`src/rtl/bs_decoder.sv`:
```
// USB receive bit-stream decoder: SYNC hunt, PID classification, payload deserialisation.
// Define BS_DEC_PID_CHECK_EN to reject PIDs whose upper nibble is not the complement of the lower.
module bs_decoder #(
  parameter logic [7:0]  SYNC_PAT  = 8'b00000001,
  parameter int unsigned TOK_BITS  = 11,
  parameter int unsigned DATA_BITS = 64,
  parameter int unsigned TOK_CRC   = 5,
  parameter int unsigned DATA_CRC  = 16
) (
  input  logic                  clk,
  input  logic                  rst_n,
  input  logic                  s_in,
  input  logic                  s_valid,
  input  logic                  eop,
  input  logic                  crc_ok,
  output logic                  crc_bit,
  output logic                  crc_en,
  output logic [1:0]            pkt_in,
  output logic [1:0]            pkt_type,
  output logic [TOK_BITS+7:0]   token,
  output logic [DATA_BITS+7:0]  data,
  output logic [7:0]            hshake,
  output logic                  pkt_valid,
  output logic                  pkt_err,
  output logic [1:0]            err_code,
  output logic                  busy
);

  typedef enum logic [1:0] {HUNT, PID, PAYLOAD, DRAIN} state_e;

  localparam logic [1:0] T_TOK   = 2'b01;
  localparam logic [1:0] T_DATA  = 2'b11;
  localparam logic [1:0] ERR_LEN = 2'b01;
  localparam logic [1:0] ERR_CRC = 2'b10;
  localparam logic [1:0] ERR_PID = 2'b11;
  localparam logic [6:0] TOK_LEN  = 7'(TOK_BITS + TOK_CRC);
  localparam logic [6:0] DATA_LEN = 7'(DATA_BITS + DATA_CRC);
  localparam logic [6:0] TOK_PAY  = 7'(TOK_BITS);
  localparam logic [6:0] DATA_PAY = 7'(DATA_BITS);

  state_e                 state_q, state_d;
  logic [7:0]             win_q, win_d, win_sh;
  logic [6:0]             cnt_q, cnt_d;
  logic [7:0]             pid_q, pid_d, pid_sh;
  logic [DATA_BITS-1:0]   pay_q, pay_d;
  logic [1:0]             err_q, err_d;
  logic                   crc_bit_q, crc_bit_d, crc_en_q, crc_en_d;
  logic [1:0]             pkt_in_q, pkt_in_d, pkt_type_q, pkt_type_d;
  logic [TOK_BITS+7:0]    token_q, token_d;
  logic [DATA_BITS+7:0]   data_q, data_d;
  logic [7:0]             hshake_q, hshake_d;
  logic                   pkt_valid_q, pkt_valid_d, pkt_err_q, pkt_err_d;
  logic [1:0]             err_code_q, err_code_d;
  logic [6:0]             exp_len, pay_len;
  logic                   pid_chk_ok, rep_good, rep_err;
  logic [1:0]             rep_code;

  assign win_sh = {win_q[6:0], s_in};
  assign pid_sh = {pid_q[6:0], s_in};

`ifdef BS_DEC_PID_CHECK_EN
  assign pid_chk_ok = (pid_sh[7:4] == ~pid_sh[3:0]);
`else
  assign pid_chk_ok = 1'b1;
`endif

  always_comb begin
    exp_len = '0;
    pay_len = '0;
    case (pid_q[1:0])
      T_TOK:   begin exp_len = TOK_LEN;  pay_len = TOK_PAY;  end
      T_DATA:  begin exp_len = DATA_LEN; pay_len = DATA_PAY; end
      default: begin exp_len = '0;       pay_len = '0;       end
    endcase
  end

  always_comb begin
    state_d   = state_q;
    win_d     = win_q;
    cnt_d     = cnt_q;
    pid_d     = pid_q;
    pay_d     = pay_q;
    err_d     = err_q;
    crc_bit_d = 1'b0;
    crc_en_d  = 1'b0;
    pkt_in_d  = '0;
    rep_good  = 1'b0;
    rep_err   = 1'b0;
    rep_code  = err_q;
    case (state_q)
      HUNT: begin
        if (s_valid && !eop) begin
          win_d = win_sh;
          if (win_sh == SYNC_PAT) begin
            win_d   = '0;
            cnt_d   = '0;
            state_d = PID;
          end
        end
      end
      PID: begin
        if (eop) begin
          rep_err  = 1'b1;
          rep_code = ERR_LEN;
          win_d    = '0;
          state_d  = HUNT;
        end else if (s_valid) begin
          pid_d = pid_sh;
          cnt_d = cnt_q + 7'd1;
          if (cnt_q == 7'd7) begin
            cnt_d = '0;
            if (pid_sh[1:0] == 2'b00 || !pid_chk_ok) begin
              err_d   = ERR_PID;
              state_d = DRAIN;
            end else begin
              pkt_in_d = pid_sh[1:0];
              state_d  = PAYLOAD;
            end
          end
        end
      end
      PAYLOAD: begin
        if (eop) begin
          win_d   = '0;
          state_d = HUNT;
          if (cnt_q != exp_len) begin
            rep_err  = 1'b1;
            rep_code = ERR_LEN;
          end else if (exp_len != '0 && !crc_ok) begin
            rep_err  = 1'b1;
            rep_code = ERR_CRC;
          end else begin
            rep_good = 1'b1;
          end
        end else if (s_valid) begin
          crc_bit_d = s_in;
          crc_en_d  = 1'b1;
          cnt_d     = cnt_q + 7'd1;
          if (cnt_q < pay_len) pay_d = {pay_q[DATA_BITS-2:0], s_in};
          // this bit makes the count exp_len+1: one bit too many
          if (cnt_q == exp_len) begin
            err_d   = ERR_LEN;
            state_d = DRAIN;
          end
        end
      end
      DRAIN: begin
        if (eop) begin
          rep_err = 1'b1;
          win_d   = '0;
          state_d = HUNT;
        end
      end
      default: state_d = HUNT;
    endcase
  end

  always_comb begin
    pkt_valid_d = rep_good;
    pkt_err_d   = rep_err;
    err_code_d  = rep_err ? rep_code : 2'b00;
    pkt_type_d  = pkt_type_q;
    token_d     = token_q;
    data_d      = data_q;
    hshake_d    = hshake_q;
    if (rep_good) begin
      pkt_type_d = pid_q[1:0];
      case (pid_q[1:0])
        T_TOK:   token_d  = {pid_q, pay_q[TOK_BITS-1:0]};
        T_DATA:  data_d   = {pid_q, pay_q};
        default: hshake_d = pid_q;
      endcase
    end
  end

  always_ff @(posedge clk or negedge rst_n) begin
    if (!rst_n) begin
      state_q     <= HUNT;
      win_q       <= '0;
      cnt_q       <= '0;
      pid_q       <= '0;
      pay_q       <= '0;
      err_q       <= '0;
      crc_bit_q   <= 1'b0;
      crc_en_q    <= 1'b0;
      pkt_in_q    <= '0;
      pkt_type_q  <= '0;
      token_q     <= '0;
      data_q      <= '0;
      hshake_q    <= '0;
      pkt_valid_q <= 1'b0;
      pkt_err_q   <= 1'b0;
      err_code_q  <= '0;
    end else begin
      state_q     <= state_d;
      win_q       <= win_d;
      cnt_q       <= cnt_d;
      pid_q       <= pid_d;
      pay_q       <= pay_d;
      err_q       <= err_d;
      crc_bit_q   <= crc_bit_d;
      crc_en_q    <= crc_en_d;
      pkt_in_q    <= pkt_in_d;
      pkt_type_q  <= pkt_type_d;
      token_q     <= token_d;
      data_q      <= data_d;
      hshake_q    <= hshake_d;
      pkt_valid_q <= pkt_valid_d;
      pkt_err_q   <= pkt_err_d;
      err_code_q  <= err_code_d;
    end
  end

  assign crc_bit   = crc_bit_q;
  assign crc_en    = crc_en_q;
  assign pkt_in    = pkt_in_q;
  assign pkt_type  = pkt_type_q;
  assign token     = token_q;
  assign data      = data_q;
  assign hshake    = hshake_q;
  assign pkt_valid = pkt_valid_q;
  assign pkt_err   = pkt_err_q;
  assign err_code  = err_code_q;
  assign busy      = (state_q != HUNT);

endmodule
```
`config.mk`:
```
export PLATFORM = sky130hd
export DESIGN_NAME = bs_decoder
export DESIGN_NICKNAME = d
export VERILOG_FILES = /design/src/rtl/bs_decoder.sv
export SDC_FILE = /design/constraint.sdc
export NUM_CORES = 1
export LEC_CHECK = 0
export ABC_AREA = 0
export BUFFER_PORTS_ARGS = -buffer_cell sky130_fd_sc_hd__buf_4
export CAP_MARGIN = 40
export CORE_MARGIN = 4
export CORE_UTILIZATION = 50
export CTS_CLUSTER_SIZE = 24
export DETAILED_ROUTE_END_ITERATION = 10
export GPL_TIMING_DRIVEN = 0
export PLACE_DENSITY = 0.72
export SYNTH_ARGS = -nofsm -noshare
export SYNTH_HDL_FRONTEND = slang
export SYNTH_SLANG_ARGS = --single-unit
```
`constraint.sdc`:
```
create_clock -name clk -period 3 [get_ports clk]
set_clock_uncertainty 0.05 [all_clocks]
set_input_delay 0 -clock clk [delete_from_list [all_inputs] [get_ports clk]]
set_output_delay 0 -clock clk [all_outputs]
set_load 0.05 [all_outputs]
```
==> results summary, run 1 <==
The area of combinational cells with multiple inputs came out at 2980 um^2. The maximum net fanout on the critical path came out at 10. The count of TritonRoute iterations in the first routing pass is 4. The total design power came out at 6.30 mW. The utilization after layout came out at 62.9%.

The final standard cell area without fillers is 10100 um^2. The die outline area came out at 18600 um^2. The count of flip-flops with a built-in enable after synthesis came out at 0.

The die is 136 um wide. The path class of the tightest hold or removal check is input pin to flip-flop. The number of nets at the end of the flow is 716. The number of violations reported at the end of detailed-routing iteration 0 is 228. In this run the critical register-to-register path is launched from pid_q[0]. Entering global routing, the biggest net connects 117 pins. The proportion of layout cells with a drive suffix above 1 came out at 45.1%. The placed instance count came out at 888.

IR analysis of the VDD net gives a maximum drop of 0.418 mV. The insertion delay to the later sink of the worst-skew pair is 0.44 ns. The timing-limited maximum frequency is 342 MHz.

The number of buffers between clock root and the deepest sink came out at 2. The count of standard-cell rows is 46. The kind of capture point of the worst setup path is a flip-flop.

The count of unique library cells instantiated by Yosys is 50. The startpoint of the most critical hold path is s_valid. The core region is 16000 um^2. The number of violations of the max-capacitance limit is 0. The number of nets still failing antenna checks after routing is 0. TritonCTS built the clock tree. The final period demand of the worst path is 2.92 ns. The synthesis-to-layout area growth is 22.3%. In this run the vertical extent of the chip is 136 um.

After detailed routing, the number of remaining DRC violations is 0. The count of placed standard cells in the final layout, fillers left out is 928. Hold is met by 0.0806 ns. The post-synthesis register bit count is 199. The number of vias in the routed layout came out at 5041. The count of buffers inserted at the top-level ports is 114. The final period utilization came out at 97.4%. The maximum level of the CTS H-tree is 4. The final-layout fill cell count came out at 1236. The biggest area contributor in the post-synthesis netlist is dfrtp_1.

For this run, the leading register cell type out of synthesis is dfrtp_1. The synthesized netlist occupies a cell area of 8230 um^2. Walking the worst path, the cells encountered are buf_4 > nand2_1 > ha_1 > nand4bb_1 > or3_4 > or4_1 > buf_4 > buf_4 > mux2_2. Clock-pin slew was measured on the worst setup and hold paths at 0.07 ns. The standard cell area after detailed placement came out at 9390 um^2. The number of clock sinks seen by CTS came out at 199. The delay of the slowest cell on the worst path is 0.51 ns. The cell at the root of the clock tree is clkbuf_16. The worst-margin pin slew is 0.802 ns.

Global routing finished with a remaining overflow of 0. The global-route wire length before repair came out at 26.8 mm. For the worst flop-to-flop path, the logic depth is 9. The setup slack of the most critical reg-to-reg path is 0.08 ns. For this design, the slowest cell found on the critical path is or4_1. In this run the critical register-to-register path is captured at data[56]. The worst hold path terminates at win_q[3]. The count of warnings emitted by yosys is 0. After synthesis, the largest area contributor takes up 60.5% of total cell area. The number of setup violations in the final report is 0. The total routing resource utilization after global routing came out at 18.4%.

The number of clock buffers inserted by TritonCTS came out at 17. The average wire per cell in the routed design is 17.4 um. The required time of the critical path came out at 3.27 ns.

In this run the static leakage power is 5.23 nW. The worst setup path is launched from a flip-flop. During I/O placement, the number of pins put on the boundary was 116. The synthesized area per cell is 14.8 um^2. Measured against its own limit, the worst slew margin works out to 46.0%. The start-to-end type of the worst setup path is flip-flop to flip-flop. The HPWL after detailed placement is 11.4 mm.

Sorting the synthesized cells by area gives the leading types as dfrtp_1 61%, mux2_2 18%, mux2_1 3.3%. The antenna diode instance count came out at 0. Sequential cells were found to cover 60.5% of the synthesized design area. The flow ran to the end, and the final reports show no timing, DRC or antenna violations. The number of pins with negative max-slew slack in the final report is 0.

The number of antenna violations at the first check in global routing is 0. The share of flip-flops with an asynchronous set or reset came out at 100%. The worst hold path passes through 3 cells. The number of vias per cell after detailed routing came out at 5.43. In the layout the commonest cells are 198 x dfrtp_1, 135 x mux2_2, 120 x buf_4, 24 x mux2_1, 17 x clkbuf_16.

Counting every instance in the synthesized netlist gives 557. The library cell used most frequently in the layout, excluding fill and tap cells, is dfrtp_1. The placer congestion estimate is 0.872. The number of nets handed over by synthesis was 574. Registers take 4980 um^2. The via count of the first global-routing pass is 5226.

The data arrival at the endpoint of the critical path came out at 3.19 ns. Once the floorplan was initialized, standard cells occupied 51.4% of the core. The cell seen most often among critical-path stages is buf_4. Summed over all layers, the routed wires come to 16.2 mm. The total power density per cell area is 626 nW/um^2. The number of endpoints with negative hold slack in the final report is 0.
## worst max-delay path by stage
stage,startpoint,depth (start not counted),slack (ns),endpoint
finish,pid_q[0],9,0.08,data[56]
global route,pid_q[0],9,-0.0003,token[0]
CTS,pid_q[0],9,0.05,token[18]
detailed placement,pid_q[1],7,-0.19,pay_q[59]
global placement,pid_q[1],7,-0.12,pay_q[22]
floorplan,pid_q[1],7,0.27,pay_q[10]
## power breakdown
part           total, mW  leakage, nW  switching, mW  internal [mW]
sequential          2.93         2.75          0.125           2.80
combinational       1.11         2.19          0.673          0.438
clock               2.26        0.290           1.00           1.26
total               6.30         5.23           1.80           4.50
## registers in the layout, summed over array words and instances, names as in the netlist
| name | count |
|---|---|
| pkt_err | 1 |
| hshake | 8 |
| pkt_valid | 1 |
| cnt_q | 7 |
| pkt_in | 2 |
| state_q | 2 |
| win_q | 7 |
| err_q | 2 |
| pid_q | 8 |
| crc_en | 1 |
| data | 72 |
| pay_q | 64 |
| crc_bit | 1 |
| err_code | 2 |
| token | 19 |
| pkt_type | 2 |
## worst max-delay path: cells and delay by family, from the launching register on
kind	cells	cell delay, ns
buffers and inverters	3	0.58
AND/OR/NAND/NOR	4	1.23
adder cells (fa/ha/maj)	1	0.34
multiplexers	1	0.28
flip-flops	1	0.32
## repair_timing
action                     4_1_cts  5_1_grt
gates cloned                     0        0
hold buffers                     4        0
pin swaps                        2        1
setup buffers                    3        1
setup endpoints to repair      129       15
hold endpoints to repair        92        0
gates resized for setup          2        2
## cells in the mapped netlist, drive strengths merged (6+ instances only)
master    n
inv      15
nor2b    12
mux2    169
nor2      7
a31oi    10
buf      19
clkbuf    9
nand2b    7
dfrtp   199
nand2    10
o21ai    14
ha       11
a32oi     6
## kinds of logic (layout without fill, tap and decap cells)
family	after synthesis	count (layout)	share of synthesized area, %
fa+ha+maj	11	11	1.67
flops	199	199	60.5
xor+xnor	1	1	0.106
buf+inv	43	198	3.41
simple gates	71	71	5.05
compound gates	62	62	5.56
mux	170	170	23.7
## final cells by class
cell class,instances,area share (%)
timing repair buffer,123,9.67
sequential,199,49.5
tap,216,2.68
clock inverter,13,1.42
multi-input combinational,315,29.6
buffer,28,2.25
inverter,15,0.559
clock buffer,19,4.40
## through the flow
stage / setup TNS, ns / worst slack [ns]
floorplan: 0 / 0.268
global placement: -6.72 / -0.118
detailed placement: -11.41 / -0.189
CTS: 0 / 0.0517
global route: -0.000344 / -0.000344
finish: 0 / 0.0771
## routing by layer
layer	track usage, %	routed length (um)	vias to the layer above
met3	4.44	766	24
met4	6.22	273	0
li1	-	-	2306
met2	30.1	8130	135
met5	0	0	-
met1	24.3	7020	2576
No activity file was read; power rests on OpenSTA's default activity.
==> run 2: changes to the inputs <==
--- a/config.mk
+++ b/config.mk
@@ -8,7 +8,7 @@
 export ABC_AREA = 0
 export BUFFER_PORTS_ARGS = -buffer_cell sky130_fd_sc_hd__buf_4
 export CAP_MARGIN = 40
-export CORE_MARGIN = 4
+export CORE_MARGIN = 8
 export CORE_UTILIZATION = 50
 export CTS_CLUSTER_SIZE = 24
 export DETAILED_ROUTE_END_ITERATION = 10
==> run 2 against run 1 <==
Wire length increased by 3.8%. Register-to-register slack improved by 0.06 ns. Core utilization shrank 1.3 points. Sequential share of layout area is essentially flat. Non-clock buffer count decreased by 1. Via count is 1.3% lower.
==> results summary, run 2 (synthesis gave the netlist of run 1 again) <==
The clock tree from TritonCTS is yes (unchanged). The cell family contributing the most delay on the critical path is simple AND/OR/NAND/NOR gates (unchanged). The largest net degree at the start of global routing came out at 112 (was 117). The sum of negative setup slack was 0 ns (unchanged). The placer congestion estimate came to 0.851 (was 0.872). The number of clock sinks seen by CTS came to 199 (unchanged). The insertion delay to the later sink of the worst-skew pair came to 0.42 ns (was 0.44 ns). The count of buffer and inverter cells on the critical path came out at 3 (unchanged). The synthesis-to-layout area growth is 22.3% (about the same). The timing-limited maximum frequency came out at 349 MHz (was 342 MHz).

The number of buffers between clock root and the deepest sink came to 2 (unchanged). The depth of the worst register-to-register path is 9 (unchanged). The sort of element at the start of the critical path is a flip-flop (unchanged).

The maximum ir drop on the vdd rail was 0.385 mV (was 0.418 mV). The number of nets at the end of the flow came to 715 (was 716). The kind of capture point of the worst setup path is a flip-flop (unchanged). The number of cells on the critical path is 9 (unchanged). Outcome: completed (unchanged). The pre-CTS worst setup slack is -0.178 ns (was -0.189 ns). The die width is 144 um (was 136 um). The total met3 wirelength after detailed routing came out at 802 um (was 766 um). The capture endpoint of the worst hold path was win_q[6] (was win_q[3]). The length of routed met2 wiring came out at 8.45 mm (was 8.13 mm). The maximum level of the CTS H-tree was 4 (unchanged).

The worst min-delay path category was input pin to flip-flop (unchanged). The global-route wire length before repair is 27.3 mm (was 26.8 mm). The startpoint of the most critical hold path is s_valid (unchanged). The total routed wirelength came to 16.8 mm (was 16.2 mm). The placeable core region came out at 16300 um^2 (was 16000 um^2). The count of standard-cell rows is 47 (was 46). The reported leakage power was 5.21 nW (was 5.23 nW). The worst max-slew margin expressed relative to the limit came out at 49.2% (was 46.0%). The cell at the root of the clock tree is clkbuf_16 (unchanged). Highest-count cells in the layout ignoring fill and taps: 198 x dfrtp_1, 135 x mux2_2, 119 x buf_4, 24 x mux2_1, 17 x clkbuf_16 (was 198 x dfrtp_1, 135 x mux2_2, 120 x buf_4, 24 x mux2_1, 17 x clkbuf_16). The launch instance of the worst register-to-register path is pid_q[0] (unchanged). The number of vias per cell after detailed routing was 5.34 (was 5.43).

The start point of the critical path is pid_q[0] (unchanged). The maximum net fanout on the critical path is 10 (unchanged). The effective utilization at floorplan came to 50.3% (was 51.4%). The number of violations of the max-capacitance limit came out at 0 (unchanged). The remaining global-route overflow is 0 (unchanged). The proportion of layout cells with a drive suffix above 1 was 45.3% (was 45.1%). The number of setup violations in the final report is 0 (unchanged). The number of nets still failing antenna checks after routing came out at 0 (unchanged). The height of the die is 144 um (was 136 um). The via count of the first global-routing pass came out at 5176 (was 5226). The HPWL after detailed placement came out at 12.0 mm (was 11.4 mm). The slowest cell on the critical path is or4_1 (unchanged).

Worst-path cell chain: buf_4 > nand2_1 > ha_4 > nand4bb_4 > or3_4 > or4_1 > buf_2 > buf_6 > mux2_1 (was buf_4 > nand2_1 > ha_1 > nand4bb_1 > or3_4 > or4_1 > buf_4 > buf_4 > mux2_2). The total power density per cell area came out at 617 nW/um^2 (was 626 nW/um^2). The count of buffers inserted at the top-level ports is 114 (unchanged). The number of top-level pins is 116 (unchanged).

The post-route worst setup slack is 0.136 ns (was 0.0771 ns). The worst hold path stage count was 3 (unchanged). The required time of the critical path is 3.24 ns (was 3.27 ns). The count of TritonRoute iterations in the first routing pass came to 4 (unchanged).

The data arrival at the endpoint of the critical path came out at 3.11 ns (was 3.19 ns). The final-layout fill cell count came out at 1283 (was 1236). The final period utilization came out at 95.5% (was 97.4%).

The sum of routed wire segments on met1 came out at 7.34 mm (was 7.02 mm). Setup repair after global routing left no endpoint under its margin. The post-detailed-route DRC marker count was 0 (unchanged). The average wire per cell in the routed design was 18.1 um (was 17.4 um). The highest metal layer used by the detailed router is met4 (unchanged). The die outline area came out at 20800 um^2 (was 18600 um^2). The number of antenna violations at the first check in global routing is 0 (unchanged). The delay of the slowest cell on the worst path came out at 0.52 ns (was 0.51 ns). The most common cell after layout, fill and taps aside was dfrtp_1 (unchanged). The number of clock buffers inserted by TritonCTS was 17 (unchanged). The number of vias in the routed layout came out at 4976 (was 5041). The number of endpoints with negative hold slack in the final report is 0 (unchanged). The setup slack of the most critical reg-to-reg path is 0.14 ns (was 0.08 ns). The flip-flop count of the largest register, all copies and words added is 72 (unchanged).

The start-to-end type of the worst setup path is flip-flop to flip-flop (unchanged). The register clock-pin slew on the reported worst setup and hold paths came out at 0.07 ns (about the same). The antenna diode instance count is 0 (unchanged).

The number of violations reported at the end of detailed-routing iteration 0 is 303 (was 228). The final period demand of the worst path came out at 2.86 ns (was 2.92 ns). The total routing resource utilization after global routing is 16.8% (was 18.4%). The worst-margin pin slew came out at 0.755 ns (was 0.802 ns). The number of pins with negative max-slew slack in the final report came out at 0 (unchanged).

The end of the worst register-to-register path is token[0] (was data[56]).
run 2: metal layers:
layer | vias up | global-route usage [%]
met2 | 111 | 28.0
met3 | 13 | 3.66
met4 | 0 | 5.31
li1 | 2306 | -
met5 | - | 0
met1 | 2546 | 21.4
run 2: worst max-delay path by stage:
stage                           end
after global routing       token[0]
after global placement    pay_q[21]
after floorplan           pay_q[10]
final                      token[0]
after CTS                  token[0]
after detailed placement  pay_q[16]
run 2: what timing repair did:
item / in CTS / in global routing
gates resized for setup: 2 / 2
pin swaps: 1 / 1
setup endpoints to repair: 73 / 22
buffers inserted: 3 / 0
hold buffers: 4 / 0
endpoints found under the hold margin: 97 / 0
run 2: metrics by stage:
stage / util, % / power [mW] / hold slack (ns) / instance area [um^2] / cells
floorplan: - / 3.69 / -0.346 / 8230 / 557
global placement: 57.3 / 3.96 / 0.254 / 9360 / 891
detailed placement: 57.5 / 4.01 / 0.00645 / 9400 / 892
CTS: 61.4 / 6.24 / 0.0380 / 10000 / 931
global route: 61.6 / 6.51 / 0.0619 / 10100 / 931
finish: 61.6 / 6.21 / 0.0692 / 10100 / 931
run 2: worst reg2reg max path, stage by stage (launching register included):
cell and delay (ns):
dfrtp_1 0.32, buf_4 0.16, nand2_1 0.11, ha_4 0.31, nand4bb_4 0.13, or3_4 0.42, or4_1 0.52, buf_2 0.23
buf_6 0.19, mux2_1 0.31
run 2: final cells by class:
type | count | area [um^2] | share of cell area (%)
inverter | 15 | 56.3 | 0.559
clock buffer | 20 | 457 | 4.54
multi-input combinational | 315 | 3000 | 29.8
tap | 220 | 275 | 2.73
sequential | 199 | 4980 | 49.5
buffer | 28 | 224 | 2.22
clock inverter | 12 | 119 | 1.18
timing repair buffer | 122 | 953 | 9.47
run 2: report_power, final:
group	total [mW]	internal [mW]	switching, mW	leakage, nW
Sequential	2.92	2.80	0.120	2.75
Combinational	1.10	0.433	0.668	2.18
Clock	2.19	1.20	0.991	0.272
Total	6.21	4.44	1.78	5.21
==> run 3: changes to the inputs <==
--- a/config.mk
+++ b/config.mk
@@ -13,7 +13,9 @@
 export CTS_CLUSTER_SIZE = 24
 export DETAILED_ROUTE_END_ITERATION = 10
 export GPL_TIMING_DRIVEN = 0
+export MAX_ROUTING_LAYER = met4
 export PLACE_DENSITY = 0.72
 export SYNTH_ARGS = -nofsm -noshare
 export SYNTH_HDL_FRONTEND = slang
 export SYNTH_SLANG_ARGS = --single-unit
+export TNS_END_PERCENT = 50
==> run 3 against run 2 <==
Sequential share of layout area is 0.093 points higher. Combinational power hardly changed. Critical path depth stayed put. Flip-flop and latch count stayed put. Worst setup slack worse by 0.016 ns. Final cell count is 0.11% lower. Sequential power hardly changed. Maximum frequency is 0.55% lower. Worst hold slack worse by 0.0039 ns. Core utilization is 0.11 points lower.
==> results summary, run 3 (synthesis gave the netlist of run 1 again) <==
The number of antenna violations at the first check in global routing is 0 (unchanged). The count of buffers inserted at the top-level ports came out at 114 (unchanged). The slowest cell on the critical path is or4_1 (unchanged). The flip-flop count of the largest register, all copies and words added came out at 72 (unchanged). The number of clock sinks seen by CTS came out at 199 (unchanged).

The sum of negative setup slack is 0 ns (unchanged). The maximum net fanout on the critical path is 10 (unchanged). The effective utilization at floorplan came out at 50.3% (unchanged). The average wire per cell in the routed design came out at 17.8 um (was 18.1 um). The number of violations reported at the end of detailed-routing iteration 0 is 313 (was 303). The number of violations of the max-capacitance limit came to 0 (unchanged).

Worst-path cell chain: buf_4 > nand2_1 > ha_4 > nand4bb_1 > or3_4 > or4_1 > buf_4 > buf_6 > mux2_1 (was buf_4 > nand2_1 > ha_4 > nand4bb_4 > or3_4 > or4_1 > buf_2 > buf_6 > mux2_1). The die outline area came out at 20800 um^2 (unchanged). RSZ-0062 raised after global routing: false (unchanged).

The final period utilization came to 96.0% (was 95.5%). The clock tree from TritonCTS is yes (unchanged). The register clock-pin slew on the reported worst setup and hold paths came out at 0.07 ns (about the same). The data arrival at the endpoint of the critical path is 3.13 ns (was 3.11 ns). The delay of the slowest cell on the worst path came out at 0.53 ns (was 0.52 ns). The count of TritonRoute iterations in the first routing pass is 4 (unchanged). The remaining global-route overflow came out at 0 (unchanged).

The count of buffer and inverter cells on the critical path came out at 3 (unchanged). The worst max-slew margin expressed relative to the limit is 48.2% (was 49.2%). The via count of the first global-routing pass is 5174 (was 5176). The post-detailed-route DRC marker count is 0 (unchanged).

The number of vias in the routed layout is 4978 (was 4976). The most congested layer reported by global routing is met2 (unchanged). The maximum ir drop on the vdd rail is 0.402 mV (was 0.385 mV).

The reported leakage power was 5.21 nW (about the same). Outcome: completed (unchanged). The HPWL after detailed placement is 11.9 mm (was 12.0 mm). The worst-margin pin slew came out at 0.770 ns (was 0.755 ns).

The routing usage on met3 is 3.80% (was 3.66%). By instance count, the cell type seen most on the critical path is buf_4. The final standard cell area without fillers is 10100 um^2 (about the same). The number of top-level pins came out at 116 (unchanged). The placer congestion estimate is 0.860 (was 0.851). The total routed wirelength is 16.6 mm (was 16.8 mm). The worst min-delay path category is input pin to async pin (was input pin to flip-flop).

The timing-limited maximum frequency was 347 MHz (was 349 MHz). The global-route wire length before repair was 27.3 mm (about the same). The total routing resource utilization after global routing came out at 17.2% (was 16.8%). The cell at the root of the clock tree is clkbuf_16 (unchanged). The final period demand of the worst path is 2.88 ns (was 2.86 ns). The number of clock buffers inserted by TritonCTS came out at 17 (unchanged). The antenna diode instance count is 0 (unchanged). The synthesis-to-layout area growth is 22.1% (was 22.3%).

The insertion delay to the later sink of the worst-skew pair is 0.42 ns (about the same). The number of endpoints with negative hold slack in the final report is 0 (unchanged). The cell family contributing the most delay on the critical path is simple AND/OR/NAND/NOR gates (unchanged).

The proportion of layout cells with a drive suffix above 1 came to 45.1% (was 45.3%). The maximum level of the CTS H-tree is 4 (unchanged). The standard cell area after detailed placement came out at 9400 um^2 (unchanged).

The number of nets at the end of the flow is 715 (unchanged). The height of the die is 144 um (unchanged). The start-to-end type of the worst setup path is flip-flop to flip-flop (unchanged). The placeable core region was 16300 um^2 (unchanged). The number of buffers between clock root and the deepest sink is 2 (unchanged). The required time of the critical path came to 3.25 ns (was 3.24 ns). Highest-count cells in the layout ignoring fill and taps: 198 x dfrtp_1, 135 x mux2_2, 120 x buf_4, 24 x mux2_1, 17 x clkbuf_16 (was 198 x dfrtp_1, 135 x mux2_2, 119 x buf_4, 24 x mux2_1, 17 x clkbuf_16). The die width came out at 144 um (unchanged). The sort of element at the start of the critical path is a flip-flop (unchanged). The most common cell after layout, fill and taps aside is dfrtp_1 (unchanged). The total power density per cell area is 617 nW/um^2 (about the same).

The met1 track demand over resource is 21.7% (was 21.4%). The number of setup violations in the final report came to 0 (unchanged). The number of pins with negative max-slew slack in the final report came out at 0 (unchanged). The largest net degree at the start of global routing is 133 (was 112). The number of vias per cell after detailed routing is 5.35 (was 5.34). The count of standard-cell rows is 47 (unchanged). The met2 usage in global routing came to 27.4% (was 28.0%). The kind of capture point of the worst setup path is a flip-flop (unchanged). The number of nets still failing antenna checks after routing came out at 0 (unchanged).
run 3: worst reg2reg max path: cells and delay by family (launching register included):
family | cells | cell delay, ns
muxes | 1 | 0.31
DFF | 1 | 0.32
adders and majority gates | 1 | 0.30
buffers and inverters | 3 | 0.54
and+or+nand+nor | 4 | 1.25
run 3: where the power goes:
group	internal [mW]	total, mW	switching, mW
sequential	2.80	2.92	0.119
combinational	0.428	1.08	0.652
clock	1.17	2.20	1.03
total	4.40	6.20	1.80
run 3: path summary, 6_finish.rpt:
kind,from,depth (start not counted),to,slack [ns]
max in group asynchronous,rst_n,3,pid_q[1],1.81
hold / removal,rst_n,2,pay_q[14],0.07
min in group clk,s_valid,3,win_q[1],0.07
setup / recovery,pid_q[0],9,token[0],0.12
setup reg to reg,pid_q[0],9,token[0],0.12
hold reg to reg,token[11],1,token[11],0.42
run 3: area by class of cell:
class / count / area (um^2)
clock inverter: 13 / 141
tap: 220 / 275
multi-input combinational: 315 / 2990
sequential: 199 / 4980
fill: 1304 / 6300
timing repair buffer: 122 / 953
buffer: 28 / 226
clock buffer: 18 / 429
inverter: 15 / 56.3
run 3: metrics by stage:
step                utilization, %  hold slack (ns)  setup WS (ns)  power (mW)  std cells
detailed placement            57.5          -0.0632         -0.162        4.00        892
floorplan                        -           -0.346          0.268        3.69        557
global route                  61.5           0.0588         0.0117        6.50        930
finish                        61.5           0.0653          0.120        6.20        930
global placement              57.3            0.254         -0.150        3.96        891
CTS                           61.3           0.0455        0.00326        6.23        929
run 3: per-layer routing:
| metal | part of all wire [%] | wire length (um) |
|---|---|---|
| met1 | 44 | 7330 |
| met2 | 50 | 8260 |
| met3 | 4.5 | 744 |
| met4 | 1.6 | 260 |
| met5 | 0 | 0 |
run 3: repair_timing:
action | in CTS | in global routing
hold buffers | 4 | 0
pin swaps | 1 | 1
buffers inserted | 2 | 1
hold endpoints to repair | 76 | 0
setup endpoints to repair | 64 | 75
gates resized for setup | 2 | 3
